$ cat src/rtl/alu_serial_seq_if.sv
`default_nettype none
// +----------------------------------------------------------------------+
// | alu_serial_seq_if : request/response bundle for the serial ALU       |
// | Rev 1.0                                                              |
// +----------------------------------------------------------------------+
interface alu_serial_seq_if #(
  parameter int WIDTH = 32
);
  logic             start;
  logic [2:0]       op;
  logic [WIDTH-1:0] a;
  logic [WIDTH-1:0] b;
  logic             busy;
  logic             done;
  logic [WIDTH-1:0] result;
  logic             zero;
  logic             carry_out;
  logic             overflow;

  modport master (
    output start, op, a, b,
    input  busy, done, result, zero, carry_out, overflow
  );

  modport slave (
    input  start, op, a, b,
    output busy, done, result, zero, carry_out, overflow
  );
endinterface
`default_nettype wire

$ cat src/rtl/alu_serial_seq.sv
`default_nettype none
// +----------------------------------------------------------------------+
// | alu_serial_seq : bit-serial ALU driving one alu_1bit slice, LSB first|
// | Rev 1.0                                                              |
// +----------------------------------------------------------------------+
module alu_1bit (
  input  wire logic       i_a,
  input  wire logic       i_b,
  input  wire logic       i_binvert,
  input  wire logic       i_carry_in,
  input  wire logic       i_less,
  input  wire logic [2:0] i_operation,
  output logic            o_result,
  output logic            o_carry_out
);
  logic w_b;
  logic w_sum;

  always_comb begin
    w_b         = i_b ^ i_binvert;
    w_sum       = i_a ^ w_b ^ i_carry_in;
    o_carry_out = (i_a & w_b) | (i_a & i_carry_in) | (w_b & i_carry_in);
    case (i_operation)
      3'b000:  o_result = i_a & w_b;
      3'b001:  o_result = i_a | w_b;
      3'b011:  o_result = ~(i_a & w_b);
      3'b100:  o_result = ~(i_a | w_b);
      3'b111:  o_result = i_less;
      default: o_result = w_sum;
    endcase
  end
endmodule

module alu_serial_seq #(
  parameter int WIDTH = 32
) (
  input wire logic        clk,
  input wire logic        rst_n,
  alu_serial_seq_if.slave bus
);
  localparam int c_CW = (WIDTH > 1) ? $clog2(WIDTH) : 1;

  typedef enum logic [1:0] {
    S_IDLE  = 2'd0,
    S_SHIFT = 2'd1,
    S_FIX   = 2'd2,
    S_DONE  = 2'd3
  } state_t;

  state_t           r_state;
  state_t           w_state_nxt;
  logic [WIDTH-1:0] r_a;
  logic [WIDTH-1:0] r_b;
  logic [2:0]       r_op;
  logic [c_CW-1:0]  r_count;
  logic             r_carry;
  logic [WIDTH-1:0] r_shift;
  logic             r_c_msb_in;
  logic             r_c_out;
  logic [WIDTH-1:0] r_result;
  logic             r_zero;
  logic             r_carry_out;
  logic             r_overflow;

  logic             w_is_slt;
  logic             w_is_arith;
  logic             w_binvert;
  logic [2:0]       w_slice_op;
  logic             w_slice_res;
  logic             w_slice_cout;
  logic             w_last;
  logic [WIDTH-1:0] w_final;
  logic             w_less;

  assign w_is_slt   = (r_op == 3'b111);
  assign w_is_arith = (r_op == 3'b010) || (r_op == 3'b101) || (r_op[2:1] == 2'b11);
  assign w_binvert  = (r_op[2:1] == 2'b11);
  assign w_slice_op = w_is_slt ? 3'b110 : r_op;
  assign w_last     = (r_count == c_CW'(WIDTH - 1));
  assign w_final    = {w_slice_res, r_shift[WIDTH-1:1]};
  // SLT sign: MSB of the difference corrected by signed overflow
  assign w_less     = r_shift[WIDTH-1] ^ (r_c_msb_in ^ r_c_out);

  alu_1bit u_slice (
    .i_a         (r_a[r_count]),
    .i_b         (r_b[r_count]),
    .i_binvert   (w_binvert),
    .i_carry_in  (r_carry),
    .i_less      (1'b0),
    .i_operation (w_slice_op),
    .o_result    (w_slice_res),
    .o_carry_out (w_slice_cout)
  );

  always_ff @(posedge clk or negedge rst_n) begin
    if (!rst_n) r_state <= S_IDLE;
    else        r_state <= w_state_nxt;
  end

  always_comb begin
    w_state_nxt = r_state;
    case (r_state)
      S_IDLE:  if (bus.start) w_state_nxt = S_SHIFT;
      S_SHIFT: if (w_last) w_state_nxt = w_is_slt ? S_FIX : S_DONE;
      S_FIX:   w_state_nxt = S_DONE;
      S_DONE:  w_state_nxt = S_IDLE;
      default: w_state_nxt = S_IDLE;
    endcase
  end

  always_ff @(posedge clk or negedge rst_n) begin
    if (!rst_n) begin
      r_a         <= '0;
      r_b         <= '0;
      r_op        <= '0;
      r_count     <= '0;
      r_carry     <= 1'b0;
      r_shift     <= '0;
      r_c_msb_in  <= 1'b0;
      r_c_out     <= 1'b0;
      r_result    <= '0;
      r_zero      <= 1'b0;
      r_carry_out <= 1'b0;
      r_overflow  <= 1'b0;
    end else begin
      case (r_state)
        S_IDLE: begin
          if (bus.start) begin
            r_a     <= bus.a;
            r_b     <= bus.b;
            r_op    <= bus.op;
            r_carry <= (bus.op[2:1] == 2'b11);
            r_count <= '0;
          end
        end
        S_SHIFT: begin
          r_shift <= w_final;
          r_carry <= w_slice_cout;
          r_count <= r_count + 1'b1;
          if (w_last) begin
            r_c_msb_in <= r_carry;
            r_c_out    <= w_slice_cout;
            if (!w_is_slt) begin
              r_result    <= w_final;
              r_zero      <= ~|w_final;
              r_carry_out <= w_is_arith & w_slice_cout;
              r_overflow  <= w_is_arith & (r_carry ^ w_slice_cout);
            end
          end
        end
        S_FIX: begin
          r_result    <= {{(WIDTH-1){1'b0}}, w_less};
          r_zero      <= ~w_less;
          r_carry_out <= r_c_out;
          r_overflow  <= r_c_msb_in ^ r_c_out;
        end
        default: ;
      endcase
    end
  end

  assign bus.busy      = (r_state != S_IDLE);
  assign bus.done      = (r_state == S_DONE);
  assign bus.result    = r_result;
  assign bus.zero      = r_zero;
  assign bus.carry_out = r_carry_out;
  assign bus.overflow  = r_overflow;
endmodule
`default_nettype wire

$ cat src/flat_wrapper.sv
// flat-port wrapper written by rule: the top's interface ports become plain ports
module alu_serial_seq_flat 
#(
  parameter int WIDTH = 32
)
  (clk, rst_n, bus_start, bus_op, bus_a, bus_b, bus_busy, bus_done, bus_result, bus_zero, bus_carry_out, bus_overflow);
  alu_serial_seq_if #(.WIDTH(WIDTH)) bus_i ();
  input wire logic clk;
  input wire logic rst_n;
  input wire logic [$bits(bus_i.start)-1:0] bus_start;
  input wire logic [$bits(bus_i.op)-1:0] bus_op;
  input wire logic [$bits(bus_i.a)-1:0] bus_a;
  input wire logic [$bits(bus_i.b)-1:0] bus_b;
  output wire logic [$bits(bus_i.busy)-1:0] bus_busy;
  output wire logic [$bits(bus_i.done)-1:0] bus_done;
  output wire logic [$bits(bus_i.result)-1:0] bus_result;
  output wire logic [$bits(bus_i.zero)-1:0] bus_zero;
  output wire logic [$bits(bus_i.carry_out)-1:0] bus_carry_out;
  output wire logic [$bits(bus_i.overflow)-1:0] bus_overflow;
  assign bus_i.start = bus_start;
  assign bus_i.op = bus_op;
  assign bus_i.a = bus_a;
  assign bus_i.b = bus_b;
  assign bus_busy = bus_i.busy;
  assign bus_done = bus_i.done;
  assign bus_result = bus_i.result;
  assign bus_zero = bus_i.zero;
  assign bus_carry_out = bus_i.carry_out;
  assign bus_overflow = bus_i.overflow;
  alu_serial_seq #(.WIDTH(WIDTH)) u_core (.clk(clk), .rst_n(rst_n), .bus(bus_i));
endmodule
$ cat config.mk
export PLATFORM = sky130hd
export DESIGN_NAME = alu_serial_seq_flat
export DESIGN_NICKNAME = d
export VERILOG_FILES = /design/src/rtl/alu_serial_seq_if.sv /design/src/rtl/alu_serial_seq.sv /design/src/flat_wrapper.sv
export SDC_FILE = /design/constraint.sdc
export NUM_CORES = 1
export LEC_CHECK = 0
export CORE_UTILIZATION = 45
export DETAILED_ROUTE_END_ITERATION = 10
export GPL_ROUTABILITY_DRIVEN = 0
export PLACE_DENSITY = 0.72
export SLEW_MARGIN = 20
export SYNTH_ARGS = -nofsm -noshare
export SYNTH_HDL_FRONTEND = slang
export SYNTH_SLANG_ARGS = --single-unit
$ cat constraint.sdc
create_clock -name clk -period 3.76 [get_ports clk]
set_input_delay 0.564 -clock clk [delete_from_list [all_inputs] [get_ports clk]]
set_output_delay 0.564 -clock clk [all_outputs]
set_load 0.01 [all_outputs]
==> impl_metrics.py, run 1 <==
metrics = {
    "setup_path": {
        "crit_type": "flip-flop to flip-flop",
        "path_buf_inv": 2,
        "critPathMaxStageDelay_ns": 0.57,
        "critPathLaunch": "u_core.r_count[1]",
        "crit_chain": "inv_1 > a2111oi_0 > a311oi_1 > and4b_1 > a311oi_2 > xnor2_1 > fa_1 > inv_1 > o22ai_1 > a22oi_1 > o31a_1 > or3_1 > a21oi_1",
        "reg2reg_from": "u_core.r_count[1]",
        "required_ns": 4.10,
        "worst_path_max_delay_cell": "dfrtp_1",
        "worstSetupStartpointType": "flip-flop",
        "crit_fanout": 9,
        "endpoint_kind": "flip-flop",
        "cp.arrival_ns": 3.86,
        "path_delay_family": "compound AO/OA/AOI/OAI gates",
        "cp_common_cell": "inv_1",
    },
    "drt": {
        "drtIter0Drc": 163,
        "wl_per_cell_um": 15.70,
        "via_per_inst": 5.241,
        "drt-total-wl_um": 12560,
        "dr.pass1.iters": 4,
        "drc_errors": 0,
        "ant_nets": 0,
        "routed-via-count": 4193,
    },
    "timing": {
        "slew_headroom_pct": 42.21,
        "finalHoldViolCount": 0,
        "final-max-slew-violation-count": 0,
        "setup_slack_ns": 0.2427,
        "rsz0062_at_grt": "no",
        "period_minus_slack_ns": 3.517,
        "fin_worst_hold_slack_ns": 0.2469,
        "worst_slew_pin_slew_ns": 0.8668,
        "tns_ns": 0,
        "finalSetupViolations": 0,
        "fin_skew_ns": 0.005565,
        "period_share_pct": 93.55,
        "max_freq_mhz": 284.3,
    },
    "floorplanning": {
        "initial_core_util_pct": 46.37,
        "die_h_um": 121.8,
        "ioPinCount": 107,
        "die_width_um": 121.8,
        "rows": 43,
        "die_area_um2": 14840,
        "core_area_um2": 13930,
    },
    "power_and_ir_drop": {
        "clockPowerShare_pct": 24.0,
        "power.density_nw_per_um2": 857.4,
        "p_sw_share_pct": 32.86,
        "totalPowerFinal_mw": 7.122,
        "pwr-share-comb_pct": 39.2,
        "seq_power_share_pct": 36.9,
        "ir_drop_uv": 447.0,
        "p_sw_mw": 2.340,
        "internal-power_mw": 4.781,
        "p_leak_nw": 3.538,
    },
    "synthesis": {
        "syn_nets": 585,
        "syn_area_per_cell_um2": 12.77,
        "yosys-top-cells-count": "dfrtp_1, mux2_2, nand2_1, o21ai_0, nand2b_1",
        "ys_seq_area_share_pct": 55.38,
        "synthArstFlopShare_pct": 100.0,
        "synth_top_cell_area_share_pct": 55.38,
        "ys_types": 50,
        "yosysMostFrequentCell": "dfrtp_1",
        "syn_area_um2": 6461,
        "synth-main-ff-cell": "dfrtp_1",
        "synth_edf_count": 0,
        "yosys_warnings": 0,
        "yosys_register_bits": 143,
        "synthTopCellsByArea": "dfrtp_1, mux2_2, nand2b_1",
        "synth_top_cell_by_area": "dfrtp_1",
        "synth_cells": 506,
    },
    "layout": {
        "post-route-cell-area_um2": 8305,
        "diodes": 0,
        "area_growth_syn_to_layout_pct": 28.54,
        "drive_gt1_share_pct": 24.03,
        "finalNetCount": 686,
        "final_cells": 800,
        "utilization_pct": 59.60,
    },
    "global_routing": {
        "grt_util_met2_pct": 30.30,
        "antenna_found_initial": 0,
        "track_usage_pct": 18.85,
        "grt_pass1_wl_um": 21320,
        "busiest_layer": "met2",
        "grt_pass1_vias": 4368,
        "grtUsageMet1_pct": 24.05,
        "grt_overflow": 0,
        "grt_max_degree": 97,
        "use_met3_pct": 4.635,
    },
    "cts": {
        "insertion_delay_ns": 0.42,
        "cts_resized": 0,
        "clock_sinks": 143,
        "h-tree-depth": 4,
        "cts_tree": "built",
        "cts-buffers-inserted": 17,
        "clk_path_buf_depth": 2,
        "post-cts-setup-buffer-count": 0,
        "clkTransAtPathRegs_ns": 0.06,
        "cts_root_buf": "clkbuf_16",
        "cts_hold_buffers": 0,
    },
    "run_status": {
        "status": "completed",
    },
    "run": {
        "cap_violations": 0,
    },
    "place": {
        "placed_area_um2": 7694,
        "place_inst": 768,
        "io_buffers": 106,
        "post-place-ws_ns": 0.2374,
        "dp.final_hpwl_um": 8959,
    },
    "worst_hold_path": {
        "hp-class": "input port to asynchronous set/reset pin",
    },
}
==> registers in the layout (all words and copies together), names as in the netlist <==
register,count
u_core.bus.result,32
u_core.r_a,32
u_core.r_b,32
u_core.r_shift,31
u_core.r_count,5
u_core.r_op,3
u_core.r_state,2
u_core.bus.carry_out,1
u_core.bus.overflow,1
u_core.bus.zero,1
u_core.r_c_msb_in,1
u_core.r_c_out,1
u_core.r_carry,1
==> layout by cell type (no fill, tap or decap), types with 3 or more instances in the layout <==
cell,synthesis,routed
mux4_1,7,7
nor4_1,8,8
buf_4,0,6
mux2_2,101,101
bufinv_16,0,3
ha_1,8,7
mux4_2,3,3
dfrtp_1,143,143
a2111oi_0,3,3
inv_1,8,8
a21oi_1,8,8
nand3_1,5,5
mux2i_1,13,13
nand2_1,49,47
clkinv_2,0,3
clkbuf_16,0,17
clkbuf_8,0,3
nor2b_1,5,5
clkinvlp_4,0,4
clkdlybuf4s50_1,0,105
nor3_1,3,3
nand2b_1,31,31
xor2_1,3,3
a22o_1,5,5
o21ai_0,37,37
==> final cells by class <==
class                   count  area (µm²)
well taps                 180       225.2
repair buffers            114        1147
multi-input cells         322        2711
flip-flops and latches    143        3578
fillers                  1148        5629
clock buffers              22       474.2
clock inverters            10       135.1
inverters                   9       33.78
==> worst paths after layout <==
path | end | slack, ns | depth (start not counted)
hold reg to reg | u_core.bus.result[0] | 0.48 | 2
setup / recovery | u_core.bus.zero | 0.24 | 13
max in group asynchronous | u_core.r_b[8] | 2.66 | 2
hold / removal | u_core.r_shift[27] | 0.25 | 1
min in group clk | u_core.bus.result[0] | 0.48 | 2
setup reg to reg | u_core.bus.zero | 0.24 | 13
==> power groups by stage <==
stage | Clock, mW | Sequential [mW] | Combinational, mW
after floorplan | 0 | 2.51 | 2.10
after global placement | 0 | 2.63 | 2.71
after detailed placement | 0 | 2.65 | 2.80
after CTS | 1.74 | 2.63 | 2.82
after global routing | 1.81 | 2.71 | 3.11
final | 1.71 | 2.63 | 2.79
==> routing by layer <==
metal | routed length, µm | share of wire [%]
met1 | 5753 | 46
met2 | 6046 | 48
met3 | 479 | 3.8
met4 | 280 | 2.2
met5 | 0 | 0
==> worst register-to-register path: stages (launching register included) <==
cell,delay [ns]
dfrtp_1,0.57
inv_1,0.15
a2111oi_0,0.44
a311oi_1,0.09
and4b_1,0.24
a311oi_2,0.32
xnor2_1,0.16
fa_1,0.53
inv_1,0.04
o22ai_1,0.15
a22oi_1,0.09
o31a_1,0.15
or3_1,0.38
a21oi_1,0.14
==> logic make-up (layout without fill, tap and decap cells) <==
group / after synthesis / count (layout) / synth area share [%]
AOI/OAI and AO/OA: 70 / 70 / 6.720
adders and majority gates: 9 / 9 / 1.859
and+or+nand+nor: 113 / 113 / 8.908
muxes: 125 / 125 / 23.68
DFF: 143 / 143 / 55.38
buffers and inverters: 41 / 155 / 2.769
xor gates and xnor gates: 5 / 5 / 0.6779
Note: power is estimated with default switching activity, not from simulation.
==> run 2, diff against run 1 <==
--- a/config.mk
+++ b/config.mk
@@ -8,6 +8,7 @@
 export CORE_UTILIZATION = 45
 export DETAILED_ROUTE_END_ITERATION = 10
 export GPL_ROUTABILITY_DRIVEN = 0
+export GPL_TIMING_DRIVEN = 0
 export PLACE_DENSITY = 0.72
 export SLEW_MARGIN = 20
 export SYNTH_ARGS = -nofsm -noshare
==> constraint.sdc (replaced) <==
create_clock -name clk -period 3.4 [get_ports clk]
set_input_delay 0.51 -clock clk [delete_from_list [all_inputs] [get_ports clk]]
set_output_delay 0.51 -clock clk [all_outputs]
set_load 0.01 [all_outputs]
==> run 2 against run 1 <==
Against the previous run:
- die area is the same
- clock power increased by 20%
- worst setup slack got worse by 0.14 ns
- cell area increased by 4.6%
==> impl_metrics.py, run 2 (same netlist as run 1, synthesis figures left out) <==
metrics = {
    "global_routing": {
        "grt_overflow": 0,
        "grt_pass1_wl_um": 22170,
        "antenna_found_initial": 0,
        "track_usage_pct": 19.65,
        "grt_pass1_vias": 4503,
        "grt_max_degree": 100,
    },
    "timing": {
        "period_share_pct": 96.91,
        "worst_slew_pin_slew_ns": 0.7298,
        "max_freq_mhz": 303.5,
        "fin_worst_hold_slack_ns": 0.4750,
        "rsz0062_at_grt": "yes",
        "finalHoldViolCount": 0,
        "slew_headroom_pct": 50.83,
        "period_minus_slack_ns": 3.295,
        "fin_skew_ns": 0.01098,
        "setup_slack_ns": 0.1049,
        "finalSetupViolations": 0,
        "final-max-slew-violation-count": 0,
    },
    "layout": {
        "area_growth_syn_to_layout_pct": 34.47,
        "diodes": 0,
        "layout_commonest_cell": "dfrtp_1",
        "utilization_pct": 62.35,
        "final_cells": 836,
        "fillers": 1086,
        "finalNetCount": 723,
        "multi_input_area_um2": 2820,
        "drive_gt1_share_pct": 27.13,
        "mostFrequentLayoutCells": "dfrtp_1, clkdlybuf4s50_1, mux2_2",
        "seq_area_um2": 3581,
        "post-route-cell-area_um2": 8688,
    },
    "setup_path": {
        "cp.arrival_ns": 3.64,
        "worstSetupStartpointType": "flip-flop",
        "reg2reg_from": "u_core.r_count[1]",
        "crit_type": "flip-flop to flip-flop",
        "r2r_end": "u_core.bus.zero",
        "r2r_cells": 13,
        "r2r_slack_ns": 0.10,
        "required_ns": 3.75,
        "crit_fanout": 4,
        "endpoint_kind": "flip-flop",
    },
    "worst_hold_path": {
        "holdPathStages": 2,
        "worstHoldStart": "u_core.bus.result[0]",
        "whs_endpoint": "u_core.bus.result[0]",
        "hp-class": "flip-flop to flip-flop",
    },
    "cts": {
        "cts-buffers-inserted": 17,
        "clk_path_buf_depth": 2,
        "clock_sinks": 143,
        "cts_tree": "built",
        "cts_root_buf": "clkbuf_16",
        "h-tree-depth": 4,
        "insertion_delay_ns": 0.42,
        "clkTransAtPathRegs_ns": 0.06,
    },
    "power_and_ir_drop": {
        "p_leak_nw": 3.687,
        "ir_drop_uv": 479.9,
        "power.density_nw_per_um2": 992.6,
    },
    "place": {
        "placed_area_um2": 7780,
        "place_inst": 793,
        "post-place-ws_ns": -0.2040,
        "dp.final_hpwl_um": 9637,
        "io_buffers": 106,
    },
    "drt": {
        "routed-via-count": 4438,
        "dr.pass1.iters": 4,
        "drt-total-wl_um": 13770,
        "drc_errors": 0,
        "wl_per_cell_um": 16.47,
        "via_per_inst": 5.309,
        "drtIter0Drc": 240,
        "ant_nets": 0,
    },
    "floorplanning": {
        "ioPinCount": 107,
        "die_width_um": 121.8,
        "initial_core_util_pct": 46.37,
        "core_area_um2": 13930,
        "die_area_um2": 14840,
        "rows": 43,
        "die_h_um": 121.8,
    },
    "run": {
        "cap_violations": 0,
    },
    "run_status": {
        "status": "completed",
    },
}
run 2: cell count changes in the layout (fill, tap and decap cells not counted), moves of 5 or more:
| cell | delta |
|---|---|
| buf_1 | +11 |
| clkbuf_1 | +11 |
| buf_4 | +7 |
| mux4_1 | -5 |
| mux4_2 | +5 |
run 2: worst max path at each step:
stage | slack (ns) | to | from | cells after the start
after floorplan | 0.28 | u_core.bus.zero | u_core.r_count[1] | 13
after global placement | -3.61 | u_core.r_a[16] | rst_n | 1
after detailed placement | -0.20 | u_core.bus.zero | u_core.r_count[1] | 13
after CTS | 0.01 | u_core.bus.zero | u_core.r_count[0] | 14
after global routing | -0.04 | u_core.bus.zero | u_core.r_count[1] | 13
final | 0.10 | u_core.bus.zero | u_core.r_count[1] | 13
run 2: where the power goes:
group          total [mW]  internal, mW  switching [mW]  leakage [nW]
Sequential           2.86          2.40           0.454          1.78
Clock                2.06          1.37           0.687         0.325
Combinational        3.70          1.98            1.73          1.58
run 2: metal layers:
metal	vias up	part of all wire, %	routed length (µm)	global-route usage (%)
li1	2077	-	-	-
met1	2211	44	6015	24.43
met4	0	1.6	216	7.176
met3	20	4.6	638	5.384
met2	130	50	6900	32.66
met5	-	0	0	0
run 2: area by class of cell:
type | instances | area share, %
inverter | 9 | 0.3888
buffer | 32 | 2.074
clock inverter | 10 | 2.088
tap | 180 | 2.592
clock buffer | 21 | 5.530
sequential | 143 | 41.22
multi-input combinational | 322 | 32.46
timing repair buffer | 119 | 13.65
run 2: what timing repair did:
item                                    4_1_cts  5_1_grt
endpoints found under the setup margin        3        3
resized for setup                            13       29
hold endpoints to repair                     44        0
cloned                                        0        0
hold buffers                                  1        0
pin swaps                                     1       10
buffers inserted                              3        8
run 2: worst max-delay path: stages (launching register included):
cell and delay [ns]:
dfrtp_2 0.44, buf_12 0.14, mux2_4 0.31, o311ai_4 0.31, o22ai_2 0.14, a311oi_4 0.29
xnor2_2 0.14, fa_1 0.53, inv_1 0.04, o22ai_1 0.14, a22oi_1 0.09, o31a_1 0.16
or3_4 0.38, a21oi_2 0.11
run 2: metrics by stage:
stage / TNS, ns / power, mW
floorplan: 0 / 5.096
global placement: -514.59 / 5.984
detailed placement: -0.2102 / 6.146
CTS: 0 / 8.355
global route: -0.03674 / 9.184
finish: 0 / 8.624
